<file path="src/rtl/regfile_wb_arbiter_if.sv">
// Bundles the writeback-source handshake, register-file write port and hazard query
// of regfile_wb_arbiter. Bypass signals exist only when WB_ARB_BYPASS_EN is defined.
interface regfile_wb_arbiter_if #(
  parameter int NREQ = 2,
  parameter int DW   = 32,
  parameter int AW   = 5
);
  logic [NREQ-1:0]    reqValid;
  logic [NREQ-1:0]    reqReady;
  logic [NREQ*AW-1:0] reqSel;
  logic [NREQ*DW-1:0] reqDat;
  logic               rfWen;
  logic [AW-1:0]      rfWsel;
  logic [DW-1:0]      rfWdat;
  logic [AW-1:0]      pendSel;
  logic               pendBusy;
  logic               idle;
`ifdef WB_ARB_BYPASS_EN
  logic               bypHit;
  logic [DW-1:0]      bypDat;

  modport master (
    output reqValid, reqSel, reqDat, pendSel,
    input  reqReady, rfWen, rfWsel, rfWdat, pendBusy, idle, bypHit, bypDat
  );
  modport slave (
    input  reqValid, reqSel, reqDat, pendSel,
    output reqReady, rfWen, rfWsel, rfWdat, pendBusy, idle, bypHit, bypDat
  );
`else
  modport master (
    output reqValid, reqSel, reqDat, pendSel,
    input  reqReady, rfWen, rfWsel, rfWdat, pendBusy, idle
  );
  modport slave (
    input  reqValid, reqSel, reqDat, pendSel,
    output reqReady, rfWen, rfWsel, rfWdat, pendBusy, idle
  );
`endif
endinterface

</file>
<file path="src/rtl/regfile_wb_arbiter.sv">
// Round-robin sharing of the register file's single write port among NREQ writeback FIFOs,
// with per-register pending-write counters. Optional bypass lookup: define WB_ARB_BYPASS_EN.
module regfile_wb_arbiter #(
  parameter int NREQ  = 2,
  parameter int DEPTH = 2,
  parameter int DW    = 32,
  parameter int AW    = 5
) (
  input logic                i_clk,
  input logic                i_rst,
  regfile_wb_arbiter_if.slave bus
);
  localparam int PW   = $clog2(DEPTH);
  localparam int CNTW = $clog2(DEPTH + 1);
  localparam int IW   = (NREQ > 1) ? $clog2(NREQ) : 1;
  localparam int CW   = $clog2(NREQ * DEPTH + 2);
  localparam int NREG = 2 ** AW;

  logic [AW-1:0]   r_fifoSel [NREQ][DEPTH];
  logic [DW-1:0]   r_fifoDat [NREQ][DEPTH];
  logic [PW-1:0]   r_rdPtr   [NREQ];
  logic [PW-1:0]   r_wrPtr   [NREQ];
  logic [CNTW-1:0] r_count   [NREQ];
  logic [IW-1:0]   r_rrPtr;
  logic            r_rfWen;
  logic [AW-1:0]   r_rfWsel;
  logic [DW-1:0]   r_rfWdat;
  logic [CW-1:0]   r_pend    [NREG];

  logic [NREQ-1:0] w_ready;
  logic [NREQ-1:0] w_push;
  logic [NREQ-1:0] w_pop;
  logic            w_grantValid;
  logic [IW-1:0]   w_grantIdx;
  logic [CW-1:0]   w_pendNext [NREG];
  logic            w_allEmpty;

  // Writes to register 0 complete the handshake but never enter a FIFO.
  always_comb begin
    w_ready = '0;
    w_push  = '0;
    for (int i = 0; i < NREQ; i++) begin
      w_ready[i] = (r_count[i] != CNTW'(DEPTH));
      w_push[i]  = bus.reqValid[i] && w_ready[i] && (bus.reqSel[i*AW +: AW] != '0);
    end
  end

  always_comb begin
    w_grantValid = 1'b0;
    w_grantIdx   = r_rrPtr;
    for (int k = 1; k <= NREQ; k++) begin
      if (!w_grantValid && r_count[IW'((int'(r_rrPtr) + k) % NREQ)] != '0) begin
        w_grantValid = 1'b1;
        w_grantIdx   = IW'((int'(r_rrPtr) + k) % NREQ);
      end
    end
  end

  always_comb begin
    w_pop = '0;
    for (int i = 0; i < NREQ; i++) begin
      w_pop[i] = w_grantValid && (w_grantIdx == IW'(i));
    end
  end

  always_ff @(posedge i_clk) begin
    if (i_rst) begin
      for (int i = 0; i < NREQ; i++) begin
        r_rdPtr[i] <= '0;
        r_wrPtr[i] <= '0;
        r_count[i] <= '0;
      end
    end else begin
      for (int i = 0; i < NREQ; i++) begin
        if (w_push[i]) r_wrPtr[i] <= r_wrPtr[i] + PW'(1);
        if (w_pop[i])  r_rdPtr[i] <= r_rdPtr[i] + PW'(1);
        r_count[i] <= r_count[i] + CNTW'(w_push[i]) - CNTW'(w_pop[i]);
      end
    end
  end

  always_ff @(posedge i_clk) begin
    for (int i = 0; i < NREQ; i++) begin
      if (w_push[i]) begin
        r_fifoSel[i][r_wrPtr[i]] <= bus.reqSel[i*AW +: AW];
        r_fifoDat[i][r_wrPtr[i]] <= bus.reqDat[i*DW +: DW];
      end
    end
  end

  // Select and data hold their last value when no source is granted.
  always_ff @(posedge i_clk) begin
    if (i_rst) begin
      r_rfWen  <= 1'b0;
      r_rfWsel <= '0;
      r_rfWdat <= '0;
      r_rrPtr  <= IW'(NREQ - 1);
    end else begin
      r_rfWen <= w_grantValid;
      if (w_grantValid) begin
        r_rfWsel <= r_fifoSel[w_grantIdx][r_rdPtr[w_grantIdx]];
        r_rfWdat <= r_fifoDat[w_grantIdx][r_rdPtr[w_grantIdx]];
        r_rrPtr  <= w_grantIdx;
      end
    end
  end

  // A write stays pending from enqueue until the end of its rf_wen cycle.
  always_comb begin
    for (int r = 0; r < NREG; r++) begin
      w_pendNext[r] = r_pend[r];
      for (int i = 0; i < NREQ; i++) begin
        if (w_push[i] && bus.reqSel[i*AW +: AW] == AW'(r)) w_pendNext[r] = w_pendNext[r] + CW'(1);
      end
      if (r_rfWen && r_rfWsel == AW'(r)) w_pendNext[r] = w_pendNext[r] - CW'(1);
    end
  end

  always_ff @(posedge i_clk) begin
    if (i_rst) begin
      for (int r = 0; r < NREG; r++) r_pend[r] <= '0;
    end else begin
      for (int r = 0; r < NREG; r++) r_pend[r] <= w_pendNext[r];
    end
  end

  always_comb begin
    w_allEmpty = 1'b1;
    for (int i = 0; i < NREQ; i++) begin
      if (r_count[i] != '0) w_allEmpty = 1'b0;
    end
  end

  assign bus.reqReady = w_ready;
  assign bus.rfWen    = r_rfWen;
  assign bus.rfWsel   = r_rfWsel;
  assign bus.rfWdat   = r_rfWdat;
  assign bus.idle     = w_allEmpty && !r_rfWen;
  assign bus.pendBusy = (bus.pendSel != '0) && (r_pend[bus.pendSel] != '0);

`ifdef WB_ARB_BYPASS_EN
  logic          w_bypHit;
  logic [DW-1:0] w_bypDat;

  // With exactly one pending write, at most one live slot can match the query.
  always_comb begin
    w_bypHit = (bus.pendSel != '0) && (r_pend[bus.pendSel] == CW'(1));
    w_bypDat = '0;
    if (w_bypHit) begin
      if (r_rfWen && r_rfWsel == bus.pendSel) w_bypDat = r_rfWdat;
      for (int i = 0; i < NREQ; i++) begin
        for (int k = 0; k < DEPTH; k++) begin
          if (CNTW'(k) < r_count[i] && r_fifoSel[i][r_rdPtr[i] + PW'(k)] == bus.pendSel) begin
            w_bypDat = r_fifoDat[i][r_rdPtr[i] + PW'(k)];
          end
        end
      end
    end
  end

  assign bus.bypHit = w_bypHit;
  assign bus.bypDat = w_bypDat;
`endif
endmodule

</file>
<file path="src/flat_wrapper.sv">
// flat-port wrapper written by rule: the top's interface ports become plain ports
module regfile_wb_arbiter_flat 
#(
  parameter int NREQ  = 2,
  parameter int DEPTH = 2,
  parameter int DW    = 32,
  parameter int AW    = 5
)
  (i_clk, i_rst, bus_reqValid, bus_reqSel, bus_reqDat, bus_pendSel, bus_reqReady, bus_rfWen, bus_rfWsel, bus_rfWdat, bus_pendBusy, bus_idle);
  regfile_wb_arbiter_if #(.NREQ(NREQ), .DW(DW), .AW(AW)) bus_i ();
  input logic i_clk;
  input logic i_rst;
  input wire logic [$bits(bus_i.reqValid)-1:0] bus_reqValid;
  input wire logic [$bits(bus_i.reqSel)-1:0] bus_reqSel;
  input wire logic [$bits(bus_i.reqDat)-1:0] bus_reqDat;
  input wire logic [$bits(bus_i.pendSel)-1:0] bus_pendSel;
  output wire logic [$bits(bus_i.reqReady)-1:0] bus_reqReady;
  output wire logic [$bits(bus_i.rfWen)-1:0] bus_rfWen;
  output wire logic [$bits(bus_i.rfWsel)-1:0] bus_rfWsel;
  output wire logic [$bits(bus_i.rfWdat)-1:0] bus_rfWdat;
  output wire logic [$bits(bus_i.pendBusy)-1:0] bus_pendBusy;
  output wire logic [$bits(bus_i.idle)-1:0] bus_idle;
  assign bus_i.reqValid = bus_reqValid;
  assign bus_i.reqSel = bus_reqSel;
  assign bus_i.reqDat = bus_reqDat;
  assign bus_i.pendSel = bus_pendSel;
  assign bus_reqReady = bus_i.reqReady;
  assign bus_rfWen = bus_i.rfWen;
  assign bus_rfWsel = bus_i.rfWsel;
  assign bus_rfWdat = bus_i.rfWdat;
  assign bus_pendBusy = bus_i.pendBusy;
  assign bus_idle = bus_i.idle;
  regfile_wb_arbiter #(.NREQ(NREQ), .DEPTH(DEPTH), .DW(DW), .AW(AW)) u_core (.i_clk(i_clk), .i_rst(i_rst), .bus(bus_i));
endmodule
</file>
<file path="config.mk">
export PLATFORM = sky130hd
export DESIGN_NAME = regfile_wb_arbiter_flat
export DESIGN_NICKNAME = d
export VERILOG_FILES = /design/src/rtl/regfile_wb_arbiter_if.sv /design/src/rtl/regfile_wb_arbiter.sv /design/src/flat_wrapper.sv
export SDC_FILE = /design/constraint.sdc
export NUM_CORES = 1
export LEC_CHECK = 0
export ABC_AREA = 1
export BUFFER_PORTS_ARGS = -buffer_cell sky130_fd_sc_hd__buf_4
export CAP_MARGIN = 10
export CELL_PAD_IN_SITES_DETAIL_PLACEMENT = 0
export CELL_PAD_IN_SITES_GLOBAL_PLACEMENT = 2
export CORE_ASPECT_RATIO = 0.8
export CORE_MARGIN = 2
export CORE_UTILIZATION = 35
export DETAILED_ROUTE_END_ITERATION = 16
export GPL_TIMING_DRIVEN = 0
export HOLD_SLACK_MARGIN = 0.08
export PLACE_DENSITY_LB_ADDON = 0.25
export SLEW_MARGIN = 10
export SYNTH_ARGS = -nofsm -noshare
export SYNTH_HDL_FRONTEND = slang
export SYNTH_SLANG_ARGS = --single-unit
</file>
<file path="constraint.sdc">
create_clock -name i_clk -period 7.13 [get_ports i_clk]
set_clock_uncertainty 0.1 [all_clocks]
set_input_delay 1.0695 -clock i_clk [delete_from_list [all_inputs] [get_ports i_clk]]
set_output_delay 1.0695 -clock i_clk [all_outputs]
set_load 0.01 [all_outputs]
</file>
---- Word-level counts from Yosys, hierarchy flattened ----
Memories as Yosys holds them, arrays and structs flattened.
Cells that the tools add are included.
Widths: inputs -> output; s select.
storage, ports and cells
  flip-flop bits (word level) ............. 39
  latch bits .............................. 0
  memory bits (writable) .................. 252
  bits in read-only memories .............. 0
  bits of input ports ..................... 83
  output and inout port bits .............. 42
  word-level logic and storage cells ...... 551
  memories kept ........................... 6
operators by class
  add/sub/neg operators ................... 106
  $mul .................................... 0
  div/mod/pow operators ................... 0
  order comparisons ....................... 5
  equal/unequal tests ..................... 95
  shifts and indexed selects .............. 0
  multiplexer cells ....................... 173
  bitwise logic cells ..................... 42
  reduce and logical (&&, ||, !) cells .... 120
memories
  memory            depth  width  rd ports  clocked after Yosys merged registers in  wr ports  RTL line                  text
  u_core.r_fifoDat  2      64     1         0                                        2         regfile_wb_arbiter.sv:20  logic [DW-1:0] r_fifoDat [NREQ][DEPTH];
  u_core.r_pend     32     3      33        0                                        32        regfile_wb_arbiter.sv:28  logic [CW-1:0] r_pend [NREG];
  u_core.r_fifoSel  2      10     1         0                                        2         regfile_wb_arbiter.sv:19  logic [AW-1:0] r_fifoSel [NREQ][DEPTH];
  u_core.r_count    2      2      4         0                                        2         regfile_wb_arbiter.sv:23  logic [CNTW-1:0] r_count [NREQ];
  u_core.r_rdPtr    2      1      3         0                                        2         regfile_wb_arbiter.sv:21  logic [PW-1:0] r_rdPtr [NREQ];
  u_core.r_wrPtr    2      1      2         0                                        2         regfile_wb_arbiter.sv:22  logic [PW-1:0] r_wrPtr [NREQ];
operator list
  cell                 number
  $mux 3               128
  $eq 5x5->1 const B   48
  $add 3x1->3 const B  64
  $mux 32              5
  $mux 64              2
  $eq 5x4->1 const B   24
  $logic_and 1x1->1    107
  $sub 3x1->3 const B  32
  $demux 32 s1         2
  $eq 5x3->1 const B   12
  $or 1x1->1           38
  $eq 5x2->1 const B   6
  $mux 1               25
  $mux 5               5
  $mux 10              2
  $eq 5x1->1 const B   3
  $logic_not 5->1      3
  $reduce_bool 5->1    3
  $demux 5 s1          2
  $reduce_bool 2->1    4
  $add 1x1->1 const B  6
  $ge 2x2->1 const B   3
  $not 1->2            3
  $add 2x1->2          2
  7 further kinds      12

---- Longest topological paths before layout ----
An unclocked memory read counts as a cell.
  depth after elaboration ................. 13
  mapped depth ............................ 19
  mapped depth without buffers ............ 19

---- Worst setup path after synthesis ----
OpenSTA, ideal clock, no wires.
  path kind ............................... input-to-reg
  start ................................... input port bus_reqValid[0]
  end ..................................... memory u_core.r_fifoDat[0][0] (netlist bit), enable pin
  setup time .............................. 431 ps
  arrival ................................. 3169 ps
  data required time ...................... 6599 ps
  path slack .............................. 3430 ps
  cell stages on the path ................. 5
  path buffers ............................ 1
  cell sequence ........................... inv_1 > a21oi_4 > nand2_1 > buf_2 > nor2_1
RTL lines
  item             RTL line                  text
  start, declared  flat_wrapper.sv:13        input wire logic [$bits(bus_i.reqValid)-1:0] bus_reqValid;
  end, declared    regfile_wb_arbiter.sv:20

---- Final worst setup path ----
  start ................................... input port bus_pendSel[0]
  end ..................................... output port bus_pendBusy
between the ends
  cells in the longest elaborated chain, start to end .. 3
  elaborated cells on any way between the ends .. 4
  those cells by class .................... 3 x reduce/logical; 1 x memory
RTL lines
  item                 RTL line                   text
  start, declared      flat_wrapper.sv:16         input wire logic [$bits(bus_i.pendSel)-1:0] bus_pendSel;
  $mem_v2 32x3         n/a
  $reduce_bool 3->1    regfile_wb_arbiter.sv:139  assign bus.pendBusy = (bus.pendSel != '0) && (r_pend[bus.pendSel] != '0);
  $logic_and 1x1->1 *  regfile_wb_arbiter.sv:139
  end, declared        flat_wrapper.sv:21         output wire logic [$bits(bus_i.pendBusy)-1:0] bus_pendBusy;
Every way passes the cells marked *; elsewhere a longest branch is shown, timed or not.

==> results.md <==
* Max Clk Rate at 0.188 GHz
* Die height at 205 um
* Crit path largest cell delay at 0.80 ns
* Crit-path slowest cell: clkinv_1
* Port bufs at about 120
* Max VDD drop at just under 0.2 mV
* Max clock buf depth at 3
* Reg2reg path depth at 17
* CP top delay family: buffers and inverters
* Initial core utilization at 35.5%
* DIE AREA at 52,500 sq um
* Die width at 256 um
* Nets at roughly 2,800
* Post-Synth XOR/XNOR Area at under 10%
* Synth warnings at 0
* Htree depth at 2
* Clock slew at reported path FFs at 0.06 ns
* Share of cells above drive strength 1 at under 10%
* Register area share after synthesis at 41.6%
* Instance count of the mapped netlist at around 2,500
* Synth Area in Adders at 6.92%
* Final Slew Violations at 0
* DRC at 0
* Syn Area/Cell at a little over 7 sq um
* Core footprint at 49,900 sq um
* Grt ovf at 0
* HPWL Detailed at around 45 mm
* Vias in the first global route at 15,200
* Slew of the pin with the lowest slew margin at around 1.1 ns
* CTS tree: built
* Most frequent cells in the layout: nand2_1, nand3_1, inv_1
* Cell variety after synth at 34
* Drt first pass iters at 5
* Max Cap Viol at 0
* RSZ-0062 raised after global routing: false
* Hold_buf cts at 0
* Startpoint types: input port
* Simple-gate share of the synthesized area at a little over a third
* Crit path cell chain: clkbuf_1, clkinv_1, clkbuf_1, nand4_1, nand3_1, nand3_1, nand3b_1, nand3_1, nand2_1, inv_1, buf_4
* Kind of critical path: in2out
* Most used cell, CP: nand3_1
* Iter 0 DRT Violations at 1,275
* Hold/Removal Path Class: reg2reg
* DR WL/cell at 17.9 um
* Post-route cell area at 20,800 sq um
* Net Count, Synth at 2,640
* Buf/Inv on CP at 5
* Worst setup EP type: output port
* FP Rows at 73
* Arrival time worst endpoint at around 4.1 ns
* Commonest non-fill, non-tap cell in the layout: nand2_1
* Status: complete, no violations
* Total number of vias at 16,400
* Placed inst area at between 15,000 and 20,000 sq um
* Synth Area in Compound Gates at 5.40%
* Synth Register Bits at 292
* Area Growth Syn to Fin at 17.3%
* Clock root buffer: clkbuf_16
* Routed Antenna Nets at 0
* P per Cell Area at 294 nW/um^2
* Worst Setup SP: bus_pendSel[0]
* CTS buffer count at 34
* Lkg Pwr at 9.50 nW
* First-pass GRT wire length at roughly 90 mm
* Final Hold Vio Count at 0
* R2r startpoint: u_core.r_count[0][1]$_SDFF_PP0_
* Mux contribution to synthesized area at 0.0565%
* Min Tclk post-route at 5.31 ns
* Final Setup Violations at 0
* Final WL at slightly below 60 mm
* Largest net degree at the start of global routing at 25
* Final Cycle Share at approximately three quarters
* Pre-CTS WS at 1.83 ns
* Skew-Pair Late Insertion Delay at roughly 0.55 ns
* R2R Path End: u_core.r_pend[20][2]$_SDFF_PP0_
* Clk sinks at 292
* Last element of the critical path: bus_pendBusy
* Overall Global Routing Usage at a little under a quarter
* Ant diodes at 0
* Worst path depth at 11
* I/O Pins at 125
* Synthesized cell area at between 15,000 and 20,000 sq um
* Setup Fix Bufs, Post-CTS at 0
* Critical path peak fanout at 10
* Cells resized by post-CTS repair at 0
* Fill cells at about 5,200
* Global placement routability congestion at 0.893
* Setup TNS at 0 ns
* Worst Path Required at 5.96 ns
* Largest family of logic cells by synthesized area: simple AND/OR/NAND/NOR gates
* Final WS setup at 1.82 ns
* Initial antenna violation count at 0
* Relative slew margins at 26.6%
* Vias/cell at 4.94
* R2R Setup Slk at 3.63 ns
[routing by layer]
metal	vias up	share of wire, %	track usage [%]
li1	8295	-	-
met1	7649	50	33.1
met2	402	42	34.4
met3	90	5.5	3.29
met4	0	2.6	6.85
met5	-	0	0
[synthesized netlist by cell type, drive strengths merged]
library cell / instances / area [sq um]
clkinv: 1 / 3.75
nand4: 51 / 319
ha: 98 / 1230
dfxtp: 140 / 2800
inv: 348 / 1310
xnor2: 7 / 61.3
a31oi: 1 / 6.26
edfxtp: 152 / 4560
a21boi: 22 / 165
clkbuf: 30 / 113
nor2: 260 / 1040
o21ai: 83 / 419
o211ai: 9 / 67.6
mux2i: 1 / 10.0
xor2: 31 / 272
and2: 22 / 138
o21a: 9 / 67.6
nand3: 356 / 1780
or2: 4 / 25.0
nand3b: 18 / 135
nor3: 14 / 80.1
nand2: 723 / 2720
buf: 35 / 171
a21oi: 44 / 231
[how the worst min path moves through the flow]
stage | startpoint | endpoint | slack (ns) | cells past startpoint
6_report | u_core.bus.rfWdat[21]$_SDFFE_PP0N_ | u_core.bus.rfWdat[21]$_SDFFE_PP0N_ | 0.36 | 2
5_1_grt | u_core.bus.rfWdat[21]$_SDFFE_PP0N_ | u_core.bus.rfWdat[21]$_SDFFE_PP0N_ | 0.38 | 2
4_1_cts | u_core.bus.rfWdat[21]$_SDFFE_PP0N_ | u_core.bus.rfWdat[21]$_SDFFE_PP0N_ | 0.36 | 2
3_5_place_dp | u_core.bus.rfWdat[21]$_SDFFE_PP0N_ | u_core.bus.rfWdat[21]$_SDFFE_PP0N_ | 0.35 | 2
3_3_place_gp | u_core.bus.rfWdat[21]$_SDFFE_PP0N_ | u_core.bus.rfWdat[21]$_SDFFE_PP0N_ | 0.35 | 2
2_1_floorplan | u_core.r_count[1][1]$_SDFF_PP0_ | u_core.r_count[1][1]$_SDFF_PP0_ | 0.34 | 1
[state kept, by name (all words and copies together), names as in the netlist, named ones only]
register	flops
u_core.bus.rfWdat	32
u_core.r_pend	96
u_core.r_fifoDat	128
u_core.r_count	4
u_core.bus.rfWen	1
u_core.r_rdPtr	2
u_core.r_fifoSel	20
u_core.r_rrPtr	1
u_core.bus.rfWsel	5
u_core.r_wrPtr	2
[power breakdown]
group / leakage (nW) / switching [mW] / total, mW / internal, mW
sequential: 2.56 / 0.118 / 2.16 / 2.04
combinational: 6.39 / 1.46 / 2.12 / 0.657
clock: 0.558 / 0.752 / 1.84 / 1.08
total: 9.50 / 2.33 / 6.11 / 3.78
[metrics by stage]
step | power (mW) | cells | hold slack [ns] | util (%)
after floorplan | 3.45 | 2459 | 0.344 | -
after global placement | 4.24 | 3256 | 0.350 | 39.1
after detailed placement | 4.30 | 3262 | 0.353 | 39.4
after CTS | 6.16 | 3324 | 0.363 | 41.7
after global routing | 6.51 | 3324 | 0.381 | 41.7
final | 6.11 | 3324 | 0.363 | 41.7
[cell families after synthesis]
| logic type | Yosys count |
|---|---|
| AND/OR/NAND/NOR | 1448 |
| buffers and inverters | 414 |
| adder cells (fa/ha/maj) | 98 |
| flip-flops | 292 |
| AO/OA/AOI/OAI | 168 |
| multiplexers | 1 |
| XOR/XNOR | 38 |
[worst min-delay path, stage by stage, from the launching register on]
cell and delay (ns):
dfxtp_1 0.31, inv_1 0.05, o21ai_1 0.06
[area by class of cell]
type	instances	area, sq um	area share, %
Sequential cell	292	7370	35.4
Inverter	349	1310	6.30
Multi-Input combinational cell	1753	8800	42.3
Buffer	65	284	1.37
Clock buffer	45	943	4.54
Timing Repair Buffer	128	1050	5.05
Clock inverter	17	204	0.980
Tap cell	675	845	4.06
No activity file was read; power rests on OpenSTA's default activity.
